===== src/rtl/major_state_seq_pkg.sv =====
// rtl/major_state_seq_pkg.sv - major-state codes, opcode constants and HLT decode for the PDP-8/e sequencer
package major_state_seq_pkg;

    typedef enum logic [4:0] {
        F0 = 5'h00, F1 = 5'h01, F2 = 5'h02, F3 = 5'h03,
        D0 = 5'h04, D1 = 5'h05, D2 = 5'h06, D3 = 5'h07,
        E0 = 5'h08, E1 = 5'h09, E2 = 5'h0A, E3 = 5'h0B,
        H0 = 5'h1F
    } state_t;

    localparam logic [2:0] OP_JMP = 3'd5;
    localparam logic [2:0] OP_IOT = 3'd6;
    localparam logic [2:0] OP_OPR = 3'd7;

    // Group 2 OPR with the HLT bit set (e.g. 7402).
    function automatic logic is_hlt(input logic [0:11] ins);
        return (ins[0:3] == 4'b1111) && ins[10] && !ins[11];
    endfunction

endpackage


===== src/rtl/major_state_seq.sv =====
// rtl/major_state_seq.sv - Fetch/Defer/Execute major-state sequencer with run/stop/single-step control
module major_state_seq
    import major_state_seq_pkg::*;
(
    input  logic        clk,
    input  logic        reset,
    input  logic [0:11] instruction,
    input  logic        cont,
    input  logic        sstep,
    input  logic        stop,
    output logic [4:0]  state,
    output logic        run
);

    state_t state_q, state_d;
    logic   run_q, run_d;
    logic   stop_pend_q, stop_pend_d;
    logic   step_pend_q, step_pend_d;
    logic   end_of_instr;

    logic [2:0] opcode;
    logic       ind;
    logic       unused_bits;

    assign opcode      = instruction[0:2];
    assign ind         = instruction[3];
    assign unused_bits = ^instruction[4:9];

    always_comb begin
        state_d      = state_q;
        stop_pend_d  = stop_pend_q;
        step_pend_d  = step_pend_q;
        end_of_instr = 1'b0;

        if (stop && state_q != H0)
            stop_pend_d = 1'b1;

        case (state_q)
            H0: if (cont && !stop) begin
                    state_d     = F0;
                    step_pend_d = sstep;
                end
            F0: state_d = F1;
            F1: state_d = F2;
            F2: state_d = F3;
            F3: begin
                if (opcode == OP_IOT || opcode == OP_OPR || (opcode == OP_JMP && !ind))
                    end_of_instr = 1'b1;
                else if (ind)
                    state_d = D0;
                else
                    state_d = E0;
            end
            D0: state_d = D1;
            D1: state_d = D2;
            D2: state_d = D3;
            D3: begin
                if (opcode == OP_JMP)
                    end_of_instr = 1'b1;
                else
                    state_d = E0;
            end
            E0: state_d = E1;
            E1: state_d = E2;
            E2: state_d = E3;
            E3: end_of_instr = 1'b1;
            default: state_d = H0;
        endcase

        // A stop arriving on the x3 cycle itself is already folded into stop_pend_d.
        if (end_of_instr)
            state_d = (is_hlt(instruction) || stop_pend_d || step_pend_q) ? H0 : F0;

        if (state_d == H0) begin
            stop_pend_d = 1'b0;
            step_pend_d = 1'b0;
        end

        run_d = (state_d != H0);
    end

    always_ff @(posedge clk) begin
        if (reset) begin
            state_q     <= H0;
            run_q       <= 1'b0;
            stop_pend_q <= 1'b0;
            step_pend_q <= 1'b0;
        end else begin
            state_q     <= state_d;
            run_q       <= run_d;
            stop_pend_q <= stop_pend_d;
            step_pend_q <= step_pend_d;
        end
    end

    assign state = state_q;
    assign run   = run_q;

endmodule


===== config.mk =====
export PLATFORM = sky130hd
export DESIGN_NAME = major_state_seq
export DESIGN_NICKNAME = d
export VERILOG_FILES = /design/src/rtl/major_state_seq_pkg.sv /design/src/rtl/major_state_seq.sv
export SDC_FILE = /design/constraint.sdc
export NUM_CORES = 1
export LEC_CHECK = 0
export CAP_MARGIN = 20
export CORE_MARGIN = 1
export CORE_UTILIZATION = 39
export DETAILED_ROUTE_END_ITERATION = 8
export PLACE_DENSITY_LB_ADDON = 0.12
export SYNTH_ARGS = -nofsm -noshare
export SYNTH_HDL_FRONTEND = slang
export SYNTH_SLANG_ARGS = --single-unit

===== constraint.sdc =====
create_clock -name clk -period 1.9 [get_ports clk]
set_clock_uncertainty 0.15 [all_clocks]
set_input_delay 0.38 -clock clk [delete_from_list [all_inputs] [get_ports clk]]
set_output_delay 0.38 -clock clk [all_outputs]
set_load 0.005 [all_outputs]

* Word-level counts from Yosys, hierarchy flattened
Index checks and enable logic that the tools add are counted.
Storage, ports and cells: bits in registers 8, input bits 17, output and inout port bits 6, logic and storage cells 49
Cells by class: equality and inequality tests 19, muxes and demuxes 11, reduce and logical (&&, ||, !) cells 15
Operator list (count):
- one-hot mux 5 bit (13 select lines) | 1
- 2-to-1 mux 5 bit | 5
- equality test 5 x 3 -> 1 bit, second input constant | 4
- equality test 5 x 4 -> 1 bit, second input constant | 4
- equality test 5 x 2 -> 1 bit, second input constant | 2
- equality test 5 bit, second input constant | 2
- inequality test 5 bit, second input constant | 2
- equality test 3 bit, second input constant | 3
- equality test 5 x 1 -> 1 bit, second input constant | 1
- logical AND 1 bit | 5
- logical NOT 5 bit | 1
- equality test 4 bit, second input constant | 1
- logical OR 1 bit | 4
- 2-to-1 mux 4 bit | 1
- logical NOT 1 bit | 3
- 2-to-1 mux 1 bit | 3
- one-hot mux 1 bit (3 select lines) | 1
- AND reduction 2 bit | 1
- OR reduction 2 bit | 1

* Depth between registers and ports, before layout
depth in word-level cells 9, depth in mapped cells 6, gate-level depth less buffers 5

* Worst setup path after synthesis
Ideal clock, no wire load.
path kind register -> register, start register state_q[2], in the netlist state[2], end register state_q[0], in the netlist state[0], library setup time 0.120 ns, data arrival time 1.420 ns, data required time 1.630 ns, path slack 0.211 ns, stages on the path, launching flop included 6, path buffers 1, period minus slack after synthesis 1.689 ns, cell sequence dfxtp_1 buf_6 a221oi_1 a311oi_1 a211o_2 o31a_1
Between the ends: longest elaborated chain between the ends 7, elaborated cells on any way between the ends 22, classes of those cells eq/ne: 13; mux: 5; reduce/logical: 4
RTL lines:
- start: declaration | RTL line major_state_seq.sv:15 | state_t state_q, state_d;
- start signal: assignment | RTL line major_state_seq.sv:89 | state_q <= state_d;
- inequality test 5 bit | RTL line major_state_seq.sv:35 | if (stop && state_q != H0)
- logical AND 1 bit | RTL line major_state_seq.sv:35
- 2-to-1 mux 1 bit | RTL line major_state_seq.sv:35
- logical OR 1 bit (2 in series) | RTL line major_state_seq.sv:72 | state_d = (is_hlt(instruction) || stop_pend_d || step_pend_q) ? H0 : F0;
- 2-to-1 mux 5 bit | RTL line major_state_seq.sv:72
- 2-to-1 mux 5 bit (*) | RTL line major_state_seq.sv:71 | if (end_of_instr)
Every way passes the cells marked *; elsewhere a longest branch is shown, timed or not. A chain may end at the register's enable or synchronous reset.

* Final worst setup path
start input instruction[0] (netlist name), end register state_q[0], in the netlist state[0]
Between the ends: longest elaborated chain between the ends 7, elaborated cells on any way between the ends 19, classes of those cells eq/ne: 4; mux: 8; reduce/logical: 7
RTL lines:
- start: declaration | RTL line major_state_seq.sv:7 | input logic [0:11] instruction,
- branches (longest 6 deep; another with one-hot mux 5 bit (13 select lines))
- 2-to-1 mux 5 bit (*) | RTL line major_state_seq.sv:71
Mark *: on every way between the ends.

==> results.txt <==
The run finished with clean final reports. During I/O placement, the number of pins put on the boundary was 23. For this run, the post-layout net count is 115. The fraction of synthesis flops using an asynchronous set or reset pin was 0%. The portion of synthesized cell area occupied by the leading cell type was 31.0%; the cell area after placement was 758 um^2. For the finished layout, the period the worst path requires is 1.87 ns.

Cells fill 73.5% of the core in the end. The run gives 0 as the remaining number of nets flagged by the antenna check after routing. For the pin with the worst max-slew slack, the measured transition is 0.319 ns.

The number of global-route vias before repair is 513, and the number of setup violations in the final report is 0. TritonCTS built the clock tree. Yosys mapped the design onto 34 distinct sky130hd cell types. The cell count of the worst reg-to-reg path was 4; the row count was 12.

The count of mapped cells out of synthesis is 63. The run gives 1 as the H-tree depth reported by CTS. The run gives 0 as the max-slew violation total from the final report. The routed layout has 609 vias.

The tools report the number of search-and-repair iterations in the first detailed-routing pass as 4. The largest fanout on the critical path is 5, and the later-pin clock latency in the skew report is 0.25 ns. The share of the Yosys chip area taken by registers is 31.0%. The worst setup path is captured at a register. Layout cell share with drive strength beyond 1: 32.3%.

The total leakage power was 0.384 nW; the core region area was 1170 um^2. Kind of critical path: in2reg. The die span in x was 38.4 um. The number of nets in the synthesized netlist is 80. After synthesis, the largest family of logic cells by area is simple AND/OR/NAND/NOR gates.

The synthesized netlist devotes 30.0% of its cell area to compound gates. The area growth from synthesis to layout is 66.6%. The portion of netlist area occupied by mux cells came out at 1.94%. The startpoint type of the worst setup path is a primary input. In this run the power density over the cells is 1420 nW/um^2. The top cell types in the final layout, fill and taps aside, are sky130_fd_sc_hd__buf_4, sky130_fd_sc_hd__clkdlybuf4s50_1, sky130_fd_sc_hd__nand2_1. After clock tree synthesis, the flow added hold-fix buffers numbering 0. For the worst setup path, the data arrival time is 1.85 ns.

The min-delay analysis places its worst path in the category reg2reg. The final hold violation count is 0, and the max-slew headroom at the worst pin is 78.7%. Derived from the worst setup path, the maximum achievable clock frequency is 0.536 GHz.

The logs give 0 for the number of warnings issued by yosys and 2 for the deepest clock path buffer count. In the final routed layout, each cell accounts on average for 13.7 um. Buffers placed on the I/O ports in this run total 16. The global router's overall resource usage came out at 21.5%. Clock tree synthesis selected as its root buffer the cell sky130_fd_sc_hd__clkbuf_4. TritonCTS created 3 clock buffers. The per-instance average area after synthesis is 8.20 um^2.

The most common cell after layout, fill and taps aside is sky130_fd_sc_hd__buf_4. The die covers 1470 um^2. Wire length of the first global-routing pass: 2110 um.

The die is 38.4 um tall. Synthesis inferred 8 register bits. The initial antenna violation count is 0, and the clock transition time at the flip-flop clock pins of the worst setup and hold paths is 0.05 ns. In the routed layout, each cell is associated on average with a via count of 5.54.

In this run, the number of DRC markers left after iteration 0 of detailed routing was 30. The count of flip-flops with a built-in enable after synthesis is 0, and the post-synthesis cell area is 517 um^2. The HPWL after detailed placement is 1030 um. Clock tree synthesis found a total of 8 sinks.

In the synthesized netlist the dominant register cell turns out to be sky130_fd_sc_hd__dfxtp_1. Ranked by total cell area, the synthesized netlist is headed by sky130_fd_sc_hd__dfxtp_1, sky130_fd_sc_hd__nand2_1, sky130_fd_sc_hd__a21oi_1, sky130_fd_sc_hd__nor2b_1, sky130_fd_sc_hd__o31a_1. The worst-case IR drop observed on VDD is 0.910 mV.

For the detailed-route DRC error count, the log shows 0. The biggest area contributor in the post-synthesis netlist is sky130_fd_sc_hd__dfxtp_1. Summed over all layers, the routed wires come to 1510 um. Of the total synthesized cell area, the portion taken by XOR and XNOR cells is 0%.

STA puts the critical path data required time at 1.89 ns. Along the worst hold path, the cell count comes to 2. Max-cap violations in this run came to 0. The congestion estimate from routability-driven global placement came to 0.851.

Of the total synthesized cell area, the portion taken by AND, OR, NAND and NOR gates is 32.0%. With fillers left out, the area of the finished cells amounts to 861 um^2. After layout, the worst path uses 98.2% of the clock period. The maximum number of pins on one net before global-route repair was 9. 0 antenna diodes ended up in the layout.

After Yosys synthesis, full adders, half adders and majority gates account for 0% of the synthesized area. The leftover overflow at the end of global routing was 0; the effective utilization at floorplan was 44.1%.
[Yosys cell counts, types with 2 or more instances]
cell type / n
sky130_fd_sc_hd__o31a_1: 2
sky130_fd_sc_hd__nor2b_1: 3
sky130_fd_sc_hd__inv_1: 2
sky130_fd_sc_hd__a21oi_1: 5
sky130_fd_sc_hd__nand2b_1: 2
sky130_fd_sc_hd__nand3_1: 2
sky130_fd_sc_hd__o21ai_0: 2
sky130_fd_sc_hd__nand4_1: 2
sky130_fd_sc_hd__dfxtp_1: 8
sky130_fd_sc_hd__nand2_1: 8
sky130_fd_sc_hd__nor2_1: 3
sky130_fd_sc_hd__o21a_1: 2
[state kept, by name, indices dropped and copies added, names as in the netlist]
| signal | flops |
|---|---|
| run | 1 |
| step_pend_q | 1 |
| stop_pend_q | 1 |
| state | 5 |
[metrics by stage]
stage | instances | hold slack [ns] | power (mW) | TNS, ns | setup slack [ns]
detailed placement | 102 | 0.299 | 0.945 | -2.19 | -0.334
CTS | 107 | 0.311 | 1.13 | 0 | 0.00549
global route | 110 | 0.383 | 1.31 | -0.00482 | -0.00482
finish | 110 | 0.333 | 1.22 | 0 | 0.0349
floorplan | 63 | 0.278 | 0.677 | 0 | 0.211
global placement | 102 | 0.296 | 0.938 | -2.17 | -0.332
[final timing paths]
| kind | slack [ns] | end | start |
|---|---|---|---|
| hold / removal | 0.33 | stop_pend_q$_SDFF_PP0_ | stop_pend_q$_SDFF_PP0_ |
| setup reg to reg | 0.10 | state[4]$_SDFF_PP1_ | state[4]$_SDFF_PP1_ |
| setup / recovery | 0.03 | state[0]$_SDFF_PP1_ | instruction[0] |
| hold reg to reg | 0.33 | stop_pend_q$_SDFF_PP0_ | stop_pend_q$_SDFF_PP0_ |
[logic make-up (layout without fill, tap and decap cells)]
logic type             count (synthesis)  in the layout
muxes                                  1              1
DFF                                    8              8
buffers and inverters                  4             37
AOI/OAI and AO/OA                     21             21
and+or+nand+nor                       29             29
[layer usage]
metal / vias to the layer above / part of all wire, % / global-route usage (%)
met5: - / 0 / 0
met4: 0 / 0.73 / 14.7
met3: 2 / 7.0 / 3.49
met2: 28 / 48 / 34.3
met1: 273 / 44 / 26.1
li1: 306 / - / -
[worst max-delay path, cell delays in order]
cell and delay (ns):
sky130_fd_sc_hd__clkdlybuf4s50_1 0.50, sky130_fd_sc_hd__o211ai_2 0.14, sky130_fd_sc_hd__a311oi_2 0.15, sky130_fd_sc_hd__a211o_2 0.39, sky130_fd_sc_hd__o31a_1 0.30
[power by group]
group	internal, mW	leakage, nW	switching [mW]
Sequential	0.237	0.0651	0.0857
Clock	0.0720	0.0138	0.0534
Combinational	0.447	0.306	0.326
Total	0.756	0.384	0.465
[what timing repair did]
item,in CTS,in global routing
setup endpoints to repair,4,5
pin swaps,4,6
gates resized for setup,3,9
cloned,0,0
setup buffers,2,3
[layout make-up]
type	count	area [um^2]
Clock buffer	3	22.5
Fill cell	97	310
Inverter	2	7.51
Multi-Input combinational cell	51	364
Sequential cell	8	163
Tap cell	14	17.5
Timing Repair Buffer	32	287
Power figures use the tool's default switching activity.
